File: config.mk
export PLATFORM = sky130hd
export DESIGN_NAME = spi_frame_capture
export DESIGN_NICKNAME = d
export VERILOG_FILES = /design/src/rtl/spi_frame_capture.sv
export SDC_FILE = /design/constraint.sdc
export NUM_CORES = 1
export LEC_CHECK = 0
export BUFFER_PORTS_ARGS = -buffer_cell sky130_fd_sc_hd__buf_2
export CORE_UTILIZATION = 27
export CTS_BUF_LIST = sky130_fd_sc_hd__clkbuf_2 sky130_fd_sc_hd__clkbuf_4 sky130_fd_sc_hd__clkbuf_8
export DETAILED_ROUTE_END_ITERATION = 8
export PLACE_DENSITY = 0.46
export RECOVER_POWER = 25
export SLEW_MARGIN = 20
export SYNTH_ARGS = -nofsm -noshare
export SYNTH_HDL_FRONTEND = slang
export SYNTH_SLANG_ARGS = --single-unit
File: constraint.sdc
create_clock -name clk_i -period 1.86 [get_ports clk_i]
set_input_delay 0.186 -clock clk_i [delete_from_list [all_inputs] [get_ports clk_i]]
set_output_delay 0.186 -clock clk_i [all_outputs]
set_load 0.02 [all_outputs]
File: src/rtl/spi_frame_capture.sv
// rtl/spi_frame_capture.sv - SPI burst-read frame capture with length check and valid/ready output
// All SPI pins are synchronised into clk_i; frames are committed on the chip-select rising edge.
module spi_frame_capture #(
  parameter int NUM_CH         = 3,
  parameter int CH_WIDTH       = 16,
  parameter int HDR_BITS       = 8,
  parameter int LSB_BYTE_FIRST = 1,
  parameter int SYNC_STAGES    = 2
) (
  input  logic                         clk_i,
  input  logic                         rst_ni,
  input  logic                         sclk_i,
  input  logic                         sdo_i,
  input  logic                         cs_ni,
  output logic [NUM_CH*CH_WIDTH-1:0]   data_o,
  output logic                         valid_o,
  input  logic                         ready_i,
  output logic                         err_o,
  output logic [7:0]                   drop_cnt_o
);

  localparam int FRAME_BITS   = NUM_CH * CH_WIDTH;
  localparam int BYTES_PER_CH = CH_WIDTH / 8;
  localparam int MAX_CNT      = (FRAME_BITS > HDR_BITS) ? FRAME_BITS : HDR_BITS;
  localparam int CNT_W        = $clog2(MAX_CNT + 2);

  localparam logic [CNT_W-1:0] FRAME_CNT = CNT_W'(FRAME_BITS);
  localparam logic [CNT_W-1:0] HDR_LAST  = CNT_W'(HDR_BITS - 1);
  localparam logic [CNT_W-1:0] CNT_ONE   = CNT_W'(1);

  typedef enum logic [1:0] {
    IDLE,
    HDR,
    DATA,
    OVR
  } state_e;

  logic [SYNC_STAGES-1:0] sclk_sync_q, sclk_sync_d;
  logic [SYNC_STAGES-1:0] cs_sync_q, cs_sync_d;
  logic [SYNC_STAGES-1:0] sdo_sync_q, sdo_sync_d;
  logic                   sclk_prev_q, sclk_prev_d;
  logic                   cs_prev_q, cs_prev_d;
  logic                   sclk_rise_q, sclk_rise_d;
  logic                   cs_rise_q, cs_rise_d;
  logic                   cs_fall_q, cs_fall_d;
  logic                   sdo_bit_q, sdo_bit_d;

  state_e                  state_q, state_d;
  logic [CNT_W-1:0]        cnt_q, cnt_d;
  logic [FRAME_BITS-1:0]   shift_q, shift_d;
  logic                    commit_q, commit_d;
  logic                    err_q, err_d;
  logic [FRAME_BITS-1:0]   data_q, data_d;
  logic                    valid_q, valid_d;
  logic [7:0]              drop_q, drop_d;
  logic [FRAME_BITS-1:0]   remap_data;

  // Edge strobes are registered together with the SDO bit so they stay aligned.
  always_comb begin
    sclk_sync_d = {sclk_sync_q[SYNC_STAGES-2:0], sclk_i};
    cs_sync_d   = {cs_sync_q[SYNC_STAGES-2:0], cs_ni};
    sdo_sync_d  = {sdo_sync_q[SYNC_STAGES-2:0], sdo_i};
    sclk_prev_d = sclk_sync_q[SYNC_STAGES-1];
    cs_prev_d   = cs_sync_q[SYNC_STAGES-1];
    sclk_rise_d = ~sclk_prev_q & sclk_sync_q[SYNC_STAGES-1] & ~cs_sync_q[SYNC_STAGES-1];
    cs_rise_d   = ~cs_prev_q & cs_sync_q[SYNC_STAGES-1];
    cs_fall_d   = cs_prev_q & ~cs_sync_q[SYNC_STAGES-1];
    sdo_bit_d   = sdo_sync_q[SYNC_STAGES-1];
  end

  always_comb begin
    state_d  = state_q;
    cnt_d    = cnt_q;
    shift_d  = shift_q;
    commit_d = 1'b0;
    err_d    = 1'b0;
    if ((state_q != IDLE) && cs_rise_q) begin
      state_d = IDLE;
      if ((state_q == DATA) && (cnt_q == FRAME_CNT)) begin
        commit_d = 1'b1;
      end else begin
        err_d = 1'b1;
      end
    end else begin
      case (state_q)
        IDLE: begin
          if (cs_fall_q) begin
            cnt_d   = '0;
            state_d = (HDR_BITS == 0) ? DATA : HDR;
          end
        end
        HDR: begin
          if (sclk_rise_q) begin
            if (cnt_q == HDR_LAST) begin
              cnt_d   = '0;
              state_d = DATA;
            end else begin
              cnt_d = cnt_q + CNT_ONE;
            end
          end
        end
        DATA: begin
          if (sclk_rise_q) begin
            if (cnt_q == FRAME_CNT) begin
              state_d = OVR;
            end else begin
              shift_d = {shift_q[FRAME_BITS-2:0], sdo_bit_q};
              cnt_d   = cnt_q + CNT_ONE;
            end
          end
        end
        OVR: begin
          state_d = OVR;
        end
        default: begin
          state_d = IDLE;
        end
      endcase
    end
  end

  // Received byte i sits at shift_q[FRAME_BITS-1-8*i -: 8]; place it in its channel slot.
  always_comb begin
    remap_data = '0;
    for (int k = 0; k < NUM_CH; k++) begin
      for (int j = 0; j < BYTES_PER_CH; j++) begin
        if (LSB_BYTE_FIRST != 0) begin
          remap_data[k*CH_WIDTH + 8*j +: 8] =
            shift_q[FRAME_BITS-1-8*(k*BYTES_PER_CH+j) -: 8];
        end else begin
          remap_data[k*CH_WIDTH + 8*(BYTES_PER_CH-1-j) +: 8] =
            shift_q[FRAME_BITS-1-8*(k*BYTES_PER_CH+j) -: 8];
        end
      end
    end
  end

  always_comb begin
    data_d  = data_q;
    valid_d = valid_q;
    drop_d  = drop_q;
    if (commit_q) begin
      data_d  = remap_data;
      valid_d = 1'b1;
      if (valid_q && !ready_i && (drop_q != 8'hFF)) begin
        drop_d = drop_q + 8'd1;
      end
    end else if (valid_q && ready_i) begin
      valid_d = 1'b0;
    end
  end

  always_ff @(posedge clk_i) begin
    if (!rst_ni) begin
      sclk_sync_q <= '1;
      cs_sync_q   <= '1;
      sdo_sync_q  <= '0;
      sclk_prev_q <= 1'b1;
      cs_prev_q   <= 1'b1;
      sclk_rise_q <= 1'b0;
      cs_rise_q   <= 1'b0;
      cs_fall_q   <= 1'b0;
      sdo_bit_q   <= 1'b0;
      state_q     <= IDLE;
      cnt_q       <= '0;
      shift_q     <= '0;
      commit_q    <= 1'b0;
      err_q       <= 1'b0;
      data_q      <= '0;
      valid_q     <= 1'b0;
      drop_q      <= '0;
    end else begin
      sclk_sync_q <= sclk_sync_d;
      cs_sync_q   <= cs_sync_d;
      sdo_sync_q  <= sdo_sync_d;
      sclk_prev_q <= sclk_prev_d;
      cs_prev_q   <= cs_prev_d;
      sclk_rise_q <= sclk_rise_d;
      cs_rise_q   <= cs_rise_d;
      cs_fall_q   <= cs_fall_d;
      sdo_bit_q   <= sdo_bit_d;
      state_q     <= state_d;
      cnt_q       <= cnt_d;
      shift_q     <= shift_d;
      commit_q    <= commit_d;
      err_q       <= err_d;
      data_q      <= data_d;
      valid_q     <= valid_d;
      drop_q      <= drop_d;
    end
  end

  assign data_o     = data_q;
  assign valid_o    = valid_q;
  assign err_o      = err_q;
  assign drop_cnt_o = drop_q;

endmodule

# [After elaboration in Yosys (flattened, before gate mapping)]
# Index checks and enable logic that the tools add are counted.
[op_classes] eq_ne=12 n_addsub=2 n_mux=16 bitwise=10 n_reduce_logical=16
[op_table] op="$mux W6" n=5
[op_table] op="$pmux W6 S3" n=1
[op_table] op="$mux W2" n=5
[op_table] op="$ne A2 B2 Y1 const B" n=5
[op_table] op="$add A8 B1 Y8 const B" n=1
[op_table] op="$ne A8 B8 Y1 const B" n=1
[op_table] op="$pmux W2 S4" n=1
[op_table] op="$add A6 B1 Y6 const B" n=1
[op_table] op="$eq A6 B3 Y1 const B" n=1
[op_table] op="$eq A6 B6 Y1 const B" n=1
[op_table] op="$not A1 Y1" n=6
[op_table] op="$reduce_and A6 Y1" n=1
[op_table] op="$logic_and A1 B1 Y1" n=5
[op_table] op="$reduce_and A5 Y1" n=1
[op_table] op="$and A1 B1 Y1" n=4
[op_table] op="$eq A2 B2 Y1 const B" n=2
[op_table] op="$mux W1" n=4
[op_table] op="$reduce_and A2 Y1" n=2
[op_table] op="$reduce_and A4 Y1" n=1
[op_table] op="$reduce_bool A2 Y1" n=2
[op_table] op="$reduce_bool A3 Y1" n=1
[op_table] op="$eq A2 B1 Y1 const B" n=1
[op_table] op="$logic_not A2 Y1" n=1
[op_table] op="$ne A2 B1 Y1 const B" n=1
[op_table] op="other kinds (2)" n=2
[totals] elab_cells=73 out_inout_bits=58 reg_bits=127 inputBits=6

# [Logic depth before layout (Yosys ltp)]
# Gate-level depths: netlist of run 1.
[depth] depth_word=4 depth_mapped=8 ltp_nobuf=6

# [Least setup slack after synthesis of run 1]
# OpenSTA, ideal clock, no wires.
[synth_timing] kind="register -> register" startpoint="reg state_q[0]" endpoint="reg cnt_q[3]" t_required_ns=1.735 setup_ns=0.125 synth_period_minus_slack_ns=1.590 slack_ns=0.270 arrival_time_ns=1.466 path_buffers=0 path_stages_with_launch=7 cell_sequence="dfxtp_1 inv_1 ha_1 o21ai_0 a31oi_1 a211oi_1 o22ai_1"
[synth_between] elab_chain_len=4 elab_cells_between_ends=13 cone_classes="6 x eq/ne; 1 x mux; 1 x bitwise; 5 x reduce/logical"
[synth_rtl] element="start, declared" line="48" text="state_e state_q, state_d;"
[synth_rtl] element="start signal, assigned" line="182" text="state_q <= state_d;"
[synth_rtl] element="parallel branches: the longest is 4 deep, another holds $reduce_and A6 Y1"
[synth_rtl] element="end signal, assigned" line="183" text="cnt_q <= cnt_d;"
[synth_rtl] element="end, declared" line="49" text="logic [CNT_W-1:0] cnt_q, cnt_d;"
# Several ways; the timed one is not identified.
# A chain may end at the register's enable or synchronous reset.

# [Final worst setup path of run 1]
# Ends and elaborated chain as after synthesis.

==> results of run 1 <==
-- what timing repair did --
item,CTS,global route
hold endpoints to repair,3,0
endpoints found under the setup margin,4,44
gates cloned,0,2
hold buffers,3,0
buffers inserted,0,1
pin swaps,0,2
gates resized for setup,2,4
-- layer usage --
layer	up-vias	part of all wire, %
met2	65	45
li1	1874	-
met1	1695	47
met3	20	4.4
met5	-	0
met4	0	3.5
-- placed cells by master (no fill, tap or decap), types with 2 or more instances in the layout --
cell type,n
nor4b_1,2
xnor2_1,2
nor4_1,2
and4_1,2
buf_2,63
o22ai_1,2
buf_4,4
buf_12,4
inv_1,9
o21ai_0,5
a21oi_1,52
dfxtp_1,127
or3_1,2
xor2_1,2
mux2i_1,51
nor3b_1,2
nor2_1,60
clkbuf_8,19
inv_6,2
nand2_1,106
a31oi_1,3
ha_1,8
nand4_1,8
nand2b_1,9
and2_1,4
o21ai_1,2
clkbuf_16,2
and3_1,2
clkinv_2,4
clkinvlp_4,4
dlygate4sd3_1,3
nand3_1,8
-- layout make-up --
class                           count  area, µm²
Sequential cell                   127       2540
Multi-Input combinational cell    353       2080
Inverter                           10       38.8
Clock buffer                       20        269
Clock inverter                     12        108
Timing Repair Buffer               76        505
Tap cell                          225        282
Fill cell                        1808      11500
-- where the power goes --
group	switching, mW	internal, mW	total (mW)
sequential	0.0213	2.74	2.76
clock	1.11	1.14	2.25
combinational	0.266	0.162	0.427
total	1.40	4.05	5.44
-- through the flow --
stage / utilization (%) / setup WS, ps
floorplan: - / 270
detailed placement: 30.9 / -38.4
global placement: 30.9 / 94.2
finish: 33.7 / 103
global route: 33.7 / 3.42
CTS: 33.3 / 4.09
-- kinds of logic after synthesis --
family | count (synthesis) | synth area share [%]
AO/OA/AOI/OAI | 74 | 9.21
XOR/XNOR | 4 | 0.733
adder cells (fa/ha/maj) | 9 | 2.35
buffers and inverters | 40 | 4.11
flip-flops | 127 | 53.2
multiplexers | 51 | 10.7
AND/OR/NAND/NOR | 215 | 19.8
-- final timing paths --
| path | from | to | slack (ps) | cells after the start |
|---|---|---|---|---|
| min | ready_i | valid_o$_SDFFE_PN0P_ | 60 | 4 |
| min reg2reg | sclk_prev_q$_SDFF_PN1_ | sclk_rise_q$_SDFF_PN0_ | 390 | 1 |
| max | state_q[0]$_SDFFE_PP0P_ | cnt_q[3]$_SDFFE_PN0P_ | 100 | 6 |
| max reg2reg | state_q[0]$_SDFFE_PP0P_ | cnt_q[3]$_SDFFE_PN0P_ | 100 | 6 |
-- worst reg2reg max path: stages (launching register included) --
cell and delay [ps]:
dfxtp_1 410, inv_1 110, ha_2 260, nor4_1 240, a31oi_2 230, a211oi_1 270
o22ai_1 120
-- state kept, by name (all words and copies together), names as in the netlist --
name and cells:
sdo_bit_q 1, sclk_sync_q 2, cs_prev_q 1, sclk_prev_q 1, sdo_sync_q 2, drop_cnt_o 8, cs_sync_q 2, err_o 1
cs_fall_q 1, data_o 48, cs_rise_q 1, commit_q 1, valid_o 1, cnt_q 6, shift_q 48, state_q 2
sclk_rise_q 1
==> flow_metrics.env, run 1 <==
export IMPL_cp_max_fo=8
export IMPL_worstPathRequired_ps=2180
export IMPL_final_hold_violation_count=0
export IMPL_start_util_pct=27.7
export IMPL_postLayoutCellArea_um2=5820
export IMPL_status="finished clean"
export IMPL_startpoint_type="flop"
export IMPL_cts_max_path_buffers=2
export IMPL_met1_usage_pct=14.7
export IMPL_die_area_um2=18300
export IMPL_crit_type="reg2reg"
export IMPL_syn_inst=520
export IMPL_fin_crit_ps=1760
export IMPL_io_pins=64
export IMPL_fmax_ghz=0.569
export IMPL_drive_gt1_share_pct=19.2
export IMPL_core_area_um2=17300
export IMPL_synthTopCellsByArea="dfxtp_1 53%, mux2i_1 11%, nand2_1 8.3%"
export IMPL_hold_class="in2reg"
export IMPL_synth_edf_count=0
export IMPL_hold_slack_ps=62.6
export IMPL_syn_area_um2=4780
export IMPL_drtPass1Iterations=4
export IMPL_drt_initial_drc_count=140
export IMPL_synth_top_cell_area_share_pct=53.2
export IMPL_areaGrowthSynthToFinish_pct=21.7
export IMPL_wire_per_inst_um=12.8
export IMPL_grt_pass1_wl_mm=17.1
export IMPL_grt_total_usage_pct=12.1
export IMPL_drtAntennaViolNets=0
export IMPL_p_total_mw=5.44
export IMPL_grt_busiest_layer="met2"
export IMPL_n_antenna_cell=0
export IMPL_cp_end_kind="flop"
export IMPL_via_per_inst=4.44
export IMPL_arrival_ps=2080
export IMPL_synth_nets=535
export IMPL_final_period_utilization_pct=94.5
export IMPL_p_leak_nw=2.17
export IMPL_root_buffer="clkbuf_8"
export IMPL_final_setup_skew_ps=9.12
export IMPL_dp_hpwl_mm=6.48
export IMPL_final_setup_tns_ps=0
export IMPL_tightest_slew_ps=482
export IMPL_wirelength_mm=10.6
export IMPL_drv_cap=0
export IMPL_io_buffers=63
export IMPL_cellPowerDensity_nw_per_um2=935
export IMPL_worst_path_largest_cell_delay_ps=410
export IMPL_ys_seq_elements=127
export IMPL_cts_buffers=17
export IMPL_ys_flop_type="dfxtp_1"
export IMPL_maxSlewViolCount=0
export IMPL_synth_avg_cell_area_um2=9.20
export IMPL_die_x_um=135
export IMPL_yosysWarnings=0
export IMPL_cts_tree="yes"
export IMPL_grt_overflow=0
export IMPL_slew_limit_headroom_pct=67.5
export IMPL_final_cells=823
export IMPL_crit_chain="inv_1 > ha_2 > nor4_1 > a31oi_2 > a211oi_1 > o22ai_1"
export IMPL_gp_congestion=0.713
export IMPL_grt_pass1_vias=3529
export IMPL_clk_pin_slew_ps=70
export IMPL_ir_drop_mv=0.426
export IMPL_dp_cells=785
export IMPL_fp_row_count=48
export IMPL_yosys_cell_types_count=42
export IMPL_placed_area_um2=5340
export IMPL_yosysSeqAreaShare_pct=53.2
export IMPL_ctsHtreeMaxLevel=4
export IMPL_vias=3654
export IMPL_synth_most_common_cell="dfxtp_1"
export IMPL_cts_sinks=127
export IMPL_antenna_found_initial=0
export IMPL_yosys_top_cells_count="127 x dfxtp_1, 106 x nand2_1, 60 x nor2_1, 52 x a21oi_1, 51 x mux2i_1"
export IMPL_die_h_um=135
export IMPL_setup_violations=0
export IMPL_yosys_area_top_type="dfxtp_1"
export IMPL_path_delay_family="compound AO/OA/AOI/OAI gates"
export IMPL_async_flop_share_pct=0
export IMPL_met3_usage_pct=4.28
export IMPL_cp_num_buf_inv=1
export IMPL_rsz0062_at_grt="false"
export IMPL_use_met2_pct=18.1
export IMPL_cpMaxStageDelayCell="dfxtp_1"
export IMPL_clkLatencyLatePin_ps=440
export IMPL_grt_max_degree=66
export IMPL_nNetsFinal=600
export IMPL_post_route_drc_count=0
No activity file was read; power rests on OpenSTA's default activity.
==> run 2: changes to the inputs <==
--- a/config.mk
+++ b/config.mk
@@ -6,8 +6,9 @@
 export NUM_CORES = 1
 export LEC_CHECK = 0
 export BUFFER_PORTS_ARGS = -buffer_cell sky130_fd_sc_hd__buf_2
+export CORE_ASPECT_RATIO = 1.1
 export CORE_UTILIZATION = 27
-export CTS_BUF_LIST = sky130_fd_sc_hd__clkbuf_2 sky130_fd_sc_hd__clkbuf_4 sky130_fd_sc_hd__clkbuf_8
+export CTS_BUF_LIST = sky130_fd_sc_hd__clkbuf_16
 export DETAILED_ROUTE_END_ITERATION = 8
 export PLACE_DENSITY = 0.46
 export RECOVER_POWER = 25
==> constraint.sdc (replaced) <==
create_clock -name clk_i -period 1.7 [get_ports clk_i]
set_input_delay 0.17 -clock clk_i [delete_from_list [all_inputs] [get_ports clk_i]]
set_output_delay 0.17 -clock clk_i [all_outputs]
set_load 0.02 [all_outputs]
==> run 2 against run 1 <==
Total power up 27%. Count of clock-buffer cells in the layout decreased by 2. Design area grew 5.5%. Non-clock buffer count grew 13. Global-route usage decreased by 0.18 points. Flip-flop and latch count did not move. Hold slack better by 24 ps. Critical path depth grew 1. Via count up 3.0%. Combinational power up 24%. Fmax is 8.5% higher. Register-to-register slack lost 20 ps.
==> flow_metrics.env, run 2 (synthesized netlist as in run 1, its figures left out) <==
export IMPL_status="finished clean"
export IMPL_gp_congestion=0.801
export IMPL_tightest_slew_ps=927
export IMPL_final_period_utilization_pct=95.2
export IMPL_setup_slack_ps=81.0
export IMPL_via_per_inst=4.46
export IMPL_grt_max_degree=73
export IMPL_grt_total_usage_pct=11.9
export IMPL_placed_area_um2=5410
export IMPL_hold_class="in2reg"
export IMPL_cp_max_fo=6
export IMPL_die_area_um2=18300
export IMPL_crit_type="reg2reg"
export IMPL_root_buffer="clkbuf_16"
export IMPL_post_route_drc_count=0
export IMPL_startpoint_type="flop"
export IMPL_io_pins=64
export IMPL_core_area_um2=17200
export IMPL_grt_overflow=0
export IMPL_cts_tree="yes"
export IMPL_worstPathRequired_ps=2000
export IMPL_die_h_um=142
export IMPL_clkLatencyLatePin_ps=410
export IMPL_arrival_ps=1920
export IMPL_drv_cap=0
export IMPL_mostFrequentLayoutCells="125 x dfxtp_1, 106 x nand2_1, 60 x nor2_1"
export IMPL_multiInputGateArea_um2=2100
export IMPL_postLayoutCellArea_um2=6140
export IMPL_dp_hpwl_mm=6.56
export IMPL_area_sequential_um2=2550
export IMPL_final_setup_skew_ps=5.70
export IMPL_wire_per_inst_um=13.2
export IMPL_start_util_pct=27.8
export IMPL_final_hold_violation_count=0
export IMPL_antenna_found_initial=0
export IMPL_grt_pass1_wl_mm=16.8
export IMPL_grt_pass1_vias=3495
export IMPL_io_buffers=63
export IMPL_nNetsFinal=613
export IMPL_final_cells=845
export IMPL_cts_sinks=127
export IMPL_maxSlewViolCount=0
export IMPL_pre_cts_slack_ps=-16.9
export IMPL_fp_row_count=50
export IMPL_drt_initial_drc_count=187
export IMPL_drive_gt1_share_pct=16.0
export IMPL_cts_buffers=17
export IMPL_drtAntennaViolNets=0
export IMPL_fin_crit_ps=1620
export IMPL_dp_cells=802
export IMPL_vias=3765
export IMPL_ctsHtreeMaxLevel=4
export IMPL_wirelength_mm=11.2
export IMPL_layout_commonest_cell="dfxtp_1"
export IMPL_ir_drop_mv=0.719
export IMPL_drtPass1Iterations=4
export IMPL_slew_limit_headroom_pct=38.2
export IMPL_fmax_ghz=0.618
export IMPL_clk_pin_slew_ps=50
export IMPL_areaGrowthSynthToFinish_pct=28.4
export IMPL_cp_end_kind="flop"
export IMPL_p_leak_nw=2.19
export IMPL_die_x_um=129
export IMPL_n_antenna_cell=0
export IMPL_cellPowerDensity_nw_per_um2=1120
export IMPL_setup_violations=0
export IMPL_cts_max_path_buffers=2
export IMPL_fill_cells=1761
run 2: layout make-up:
| cell class | instances | area share (%) |
|---|---|---|
| Clock buffer | 18 | 7.34 |
| Clock inverter | 14 | 1.63 |
| Inverter | 10 | 0.632 |
| Multi-Input combinational cell | 353 | 34.3 |
| Sequential cell | 127 | 41.5 |
| Tap cell | 234 | 4.77 |
| Timing Repair Buffer | 89 | 9.86 |
run 2: what timing repair did:
item                                    4_1_cts  5_1_grt
hold buffers                                  3        0
gates cloned                                  0        6
gates resized for setup                       1       15
hold endpoints to repair                      3        0
endpoints found under the setup margin       11       58
buffers inserted                              0        2
pin swaps                                     1        3
run 2: worst max-delay path: stages, from the launching register on:
cell      delay [ps]
dfxtp_2          380
inv_2             70
ha_2             200
o21bai_1         220
nand4_1          130
buf_4            180
a211oi_1         200
o22ai_1          120
run 2: worst paths after layout:
check / startpoint / endpoint / slack (ps) / cells after the start
setup / recovery: state_q[1]$_SDFFE_PP0P_ / cnt_q[5]$_SDFFE_PN0P_ / 80 / 7
hold / removal: ready_i / valid_o$_SDFFE_PN0P_ / 90 / 4
setup reg to reg: state_q[1]$_SDFFE_PP0P_ / cnt_q[5]$_SDFFE_PN0P_ / 80 / 7
hold reg to reg: sclk_prev_q$_SDFF_PN1_ / sclk_rise_q$_SDFF_PN0_ / 390 / 1
run 2: per-stage QoR:
step	hold slack, ps	power (mW)	setup TNS (ps)	util, %
5_1_grt	91.6	7.19	-64.5	35.7
4_1_cts	66.5	6.92	-14.9	34.9
2_1_floorplan	243	3.39	0	-
3_3_place_gp	357	3.51	0	31.5
3_5_place_dp	360	3.53	-23.2	31.5
6_report	86.3	6.89	0	35.7
run 2: layer usage:
metal | up-vias | share of wire [%] | track usage, % | routed length (µm)
met1 | 1743 | 46 | 14.2 | 5150
met5 | - | 0 | 0 | 0
li1 | 1912 | - | - | -
met2 | 92 | 47 | 18.6 | 5220
met4 | 0 | 2.1 | 5.88 | 230
met3 | 18 | 5.2 | 4.75 | 582
run 2: power breakdown:
part	internal, mW	switching [mW]	leakage (nW)
Sequential	3.01	0.0254	1.03
Clock	2.05	1.28	0.272
Combinational	0.226	0.303	0.893
Total	5.29	1.60	2.19
==> run 3: changes to the inputs <==
--- a/config.mk
+++ b/config.mk
@@ -5,12 +5,13 @@
 export SDC_FILE = /design/constraint.sdc
 export NUM_CORES = 1
 export LEC_CHECK = 0
+export ABC_AREA = 1
 export BUFFER_PORTS_ARGS = -buffer_cell sky130_fd_sc_hd__buf_2
 export CORE_ASPECT_RATIO = 1.1
 export CORE_UTILIZATION = 27
 export CTS_BUF_LIST = sky130_fd_sc_hd__clkbuf_16
 export DETAILED_ROUTE_END_ITERATION = 8
-export PLACE_DENSITY = 0.46
+export PLACE_DENSITY = 0.47
 export RECOVER_POWER = 25
 export SLEW_MARGIN = 20
 export SYNTH_ARGS = -nofsm -noshare
==> run 3 against run 2 <==
Critical path depth up 1. Clock skew increased by 2.5 ps. First-iteration DRC count decreased by 25%. Cell count is 2.6% higher. Die area is 2.5% lower. Clock power up 6.9%. Critical path type unchanged. Critical endpoint is now shift_q[1]$_SDFFE_PN0P_. Largest cell class unchanged.
==> flow_metrics.env, run 3 <==
export IMPL_status="finished clean"
export IMPL_final_setup_skew_ps=8.17
export IMPL_nNetsFinal=635
export IMPL_final_period_utilization_pct=92.4
export IMPL_grt_total_usage_pct=11.9
export IMPL_n_antenna_cell=0
export IMPL_hold_end="valid_o$_SDFFE_PN0P_"
export IMPL_hold_slack_ps=23.0
export IMPL_vias=3763
export IMPL_fmax_ghz=0.636
export IMPL_setup_violations=0
export IMPL_dp_hpwl_mm=6.13
export IMPL_fill_cells=1768
export IMPL_drt_initial_drc_count=141
export IMPL_yosys_top_cells_count="127 x dfxtp_1, 113 x a21oi_1, 99 x o21ai_0, 73 x inv_1, 45 x nand2_1"
export IMPL_synth_edf_count=0
export IMPL_synth_avg_cell_area_um2=8.35
export IMPL_r2r_start="state_q[1]$_SDFFE_PP0P_"
export IMPL_yosysSeqAreaShare_pct=54.6
export IMPL_mostFrequentLayoutCells="125 x dfxtp_1, 113 x a21oi_1, 96 x o21ai_0"
export IMPL_fp_row_count=50
export IMPL_cts_sinks=127
export IMPL_worstPathRequired_ps=2040
export IMPL_slew_limit_headroom_pct=45.2
export IMPL_via_per_inst=4.34
export IMPL_clkLatencyLatePin_ps=420
export IMPL_root_buffer="clkbuf_16"
export IMPL_cts_buffers=17
export IMPL_p_leak_nw=2.36
export IMPL_cpMaxStageDelayCell="dfxtp_1"
export IMPL_drtAntennaViolNets=0
export IMPL_grt_pass1_vias=3590
export IMPL_drtPass1Iterations=5
export IMPL_grt_max_degree=97
export IMPL_clk_pin_slew_ps=60
export IMPL_cts_max_path_buffers=2
export IMPL_tightest_slew_ps=822
export IMPL_dp_cells=828
export IMPL_wire_per_inst_um=11.5
export IMPL_synth_nets=573
export IMPL_yosysWarnings=0
export IMPL_ir_drop_mv=0.690
export IMPL_io_pins=64
export IMPL_rsz0062_at_grt="false"
export IMPL_worst_path_largest_cell_delay_ps=340
export IMPL_io_buffers=63
export IMPL_crit_chain="inv_2 > ha_2 > nor2_4 > inv_2 > nand4_4 > buf_12 > buf_16 > a21oi_1"
export IMPL_min_path_cells=4
export IMPL_syn_inst=558
export IMPL_maxSlewViolCount=0
export IMPL_top_layer_used="met4"
export IMPL_arrival_ps=1910
export IMPL_rrSetupSlack_ps=130
export IMPL_start_util_pct=27.5
export IMPL_die_x_um=127
export IMPL_synth_top_cell_area_share_pct=54.6
export IMPL_drive_gt1_share_pct=17.7
export IMPL_ctsHtreeMaxLevel=4
export IMPL_crit_type="reg2reg"
export IMPL_path_delay_family="buffers and inverters"
export IMPL_core_area_um2=17000
export IMPL_wl_met1_mm=4.73
export IMPL_final_hold_violation_count=0
export IMPL_met3_length_um=532
export IMPL_gp_congestion=0.783
export IMPL_final_cells=867
export IMPL_post_route_drc_count=0
export IMPL_r2r_cells=8
export IMPL_wirelength_mm=9.94
export IMPL_hp_start="ready_i"
export IMPL_synth_most_common_cell="dfxtp_1"
export IMPL_drv_cap=0
export IMPL_syn_area_um2=4660
export IMPL_final_util_pct=34.7
export IMPL_grt_overflow=0
export IMPL_rr_endpoint="shift_q[1]$_SDFFE_PN0P_"
export IMPL_hold_class="in2reg"
export IMPL_final_setup_tns_ps=0
export IMPL_cts_tree="yes"
export IMPL_wl_met2_mm=4.46
export IMPL_cellPowerDensity_nw_per_um2=1190
export IMPL_cp_max_fo=26
export IMPL_synthTopCellsByArea="dfxtp_1 55%, a21oi_1 12%, o21ai_0 11%"
export IMPL_cp_end_kind="flop"
export IMPL_cp_num_buf_inv=4
export IMPL_yosys_area_top_type="dfxtp_1"
export IMPL_async_flop_share_pct=0
export IMPL_ys_flop_type="dfxtp_1"
export IMPL_die_h_um=140
export IMPL_crit_path_frequent_cell="inv_2"
export IMPL_startpoint_type="flop"
export IMPL_grt_pass1_wl_mm=16.6
export IMPL_ys_seq_elements=127
export IMPL_antenna_found_initial=0
export IMPL_die_area_um2=17800
export IMPL_areaGrowthSynthToFinish_pct=26.2
export IMPL_fin_crit_ps=1570
export IMPL_yosys_cell_types_count=26
export IMPL_layout_commonest_cell="dfxtp_1"
[run 3: how the worst max path moves through the flow]
stage | start | to | slack (ps) | cells after the start
3_3_place_gp | state_q[0]$_SDFFE_PP0P_ | cnt_q[3]$_SDFFE_PN0P_ | 30 | 10
5_1_grt | drop_cnt_o[0]$_SDFFE_PN0P_ | drop_cnt_o[4]$_SDFFE_PN0P_ | 5 | 8
2_1_floorplan | state_q[0]$_SDFFE_PP0P_ | cnt_q[3]$_SDFFE_PN0P_ | 170 | 10
3_5_place_dp | state_q[0]$_SDFFE_PP0P_ | cnt_q[3]$_SDFFE_PN0P_ | -10 | 10
6_report | state_q[1]$_SDFFE_PP0P_ | shift_q[1]$_SDFFE_PN0P_ | 130 | 8
4_1_cts | state_q[0]$_SDFFE_PP0P_ | shift_q[26]$_SDFFE_PN0P_ | 10 | 7
[run 3: kinds of logic after synthesis]
| kind of cell | count (synthesis) | share of synthesized area (%) |
|---|---|---|
| flip-flops | 127 | 54.6 |
| XOR/XNOR | 4 | 0.752 |
| adder cells (fa/ha/maj) | 9 | 2.42 |
| buffers and inverters | 111 | 10.1 |
| AND/OR/NAND/NOR | 93 | 9.21 |
| AO/OA/AOI/OAI | 214 | 23.0 |
[run 3: final cells by class]
class | instances | area [µm²] | area share (%)
Inverter | 76 | 285 | 4.85
Timing Repair Buffer | 78 | 505 | 8.60
Clock buffer | 17 | 425 | 7.23
Clock inverter | 15 | 164 | 2.79
Multi-Input combinational cell | 320 | 1660 | 28.3
Sequential cell | 127 | 2540 | 43.3
Tap cell | 234 | 293 | 4.98
[run 3: metal layers]
metal,vias up,global-route usage [%]
met1,1716,13.7
met4,0,5.64
met3,17,4.96
met5,-,0
li1,1964,-
met2,66,19.0
[run 3: repair_timing]
action / CTS / global route
pin swaps: 2 / 2
hold endpoints to repair: 3 / 0
setup endpoints to repair: 11 / 62
gates cloned: 2 / 0
hold buffers: 3 / 0
gates resized for setup: 3 / 12
setup buffers: 1 / 1
[run 3: power breakdown]
part | total (mW) | internal [mW] | switching, mW | leakage, nW
Sequential | 3.02 | 3.00 | 0.0197 | 1.03
Clock | 3.56 | 2.17 | 1.39 | 0.284
Combinational | 0.426 | 0.149 | 0.277 | 1.05
[run 3: metrics by stage]
stage / power (mW) / instance area (µm²) / setup slack [ps]
after floorplan: 3.39 / 4660 / 169
after global placement: 3.47 / 5180 / 32.4
after detailed placement: 3.49 / 5180 / -12.5
after CTS: 7.12 / 5890 / 10.4
after global routing: 7.32 / 5880 / 5.20
final: 7.01 / 5880 / 129
[run 3: worst register-to-register path: cells and delay by family (launching register included)]
kind	cells	cell delay (ps)
AO/OA/AOI/OAI	1	170
AND/OR/NAND/NOR	2	250
buffers and inverters	4	520
adder cells (fa/ha/maj)	1	220
flip-flops	1	340
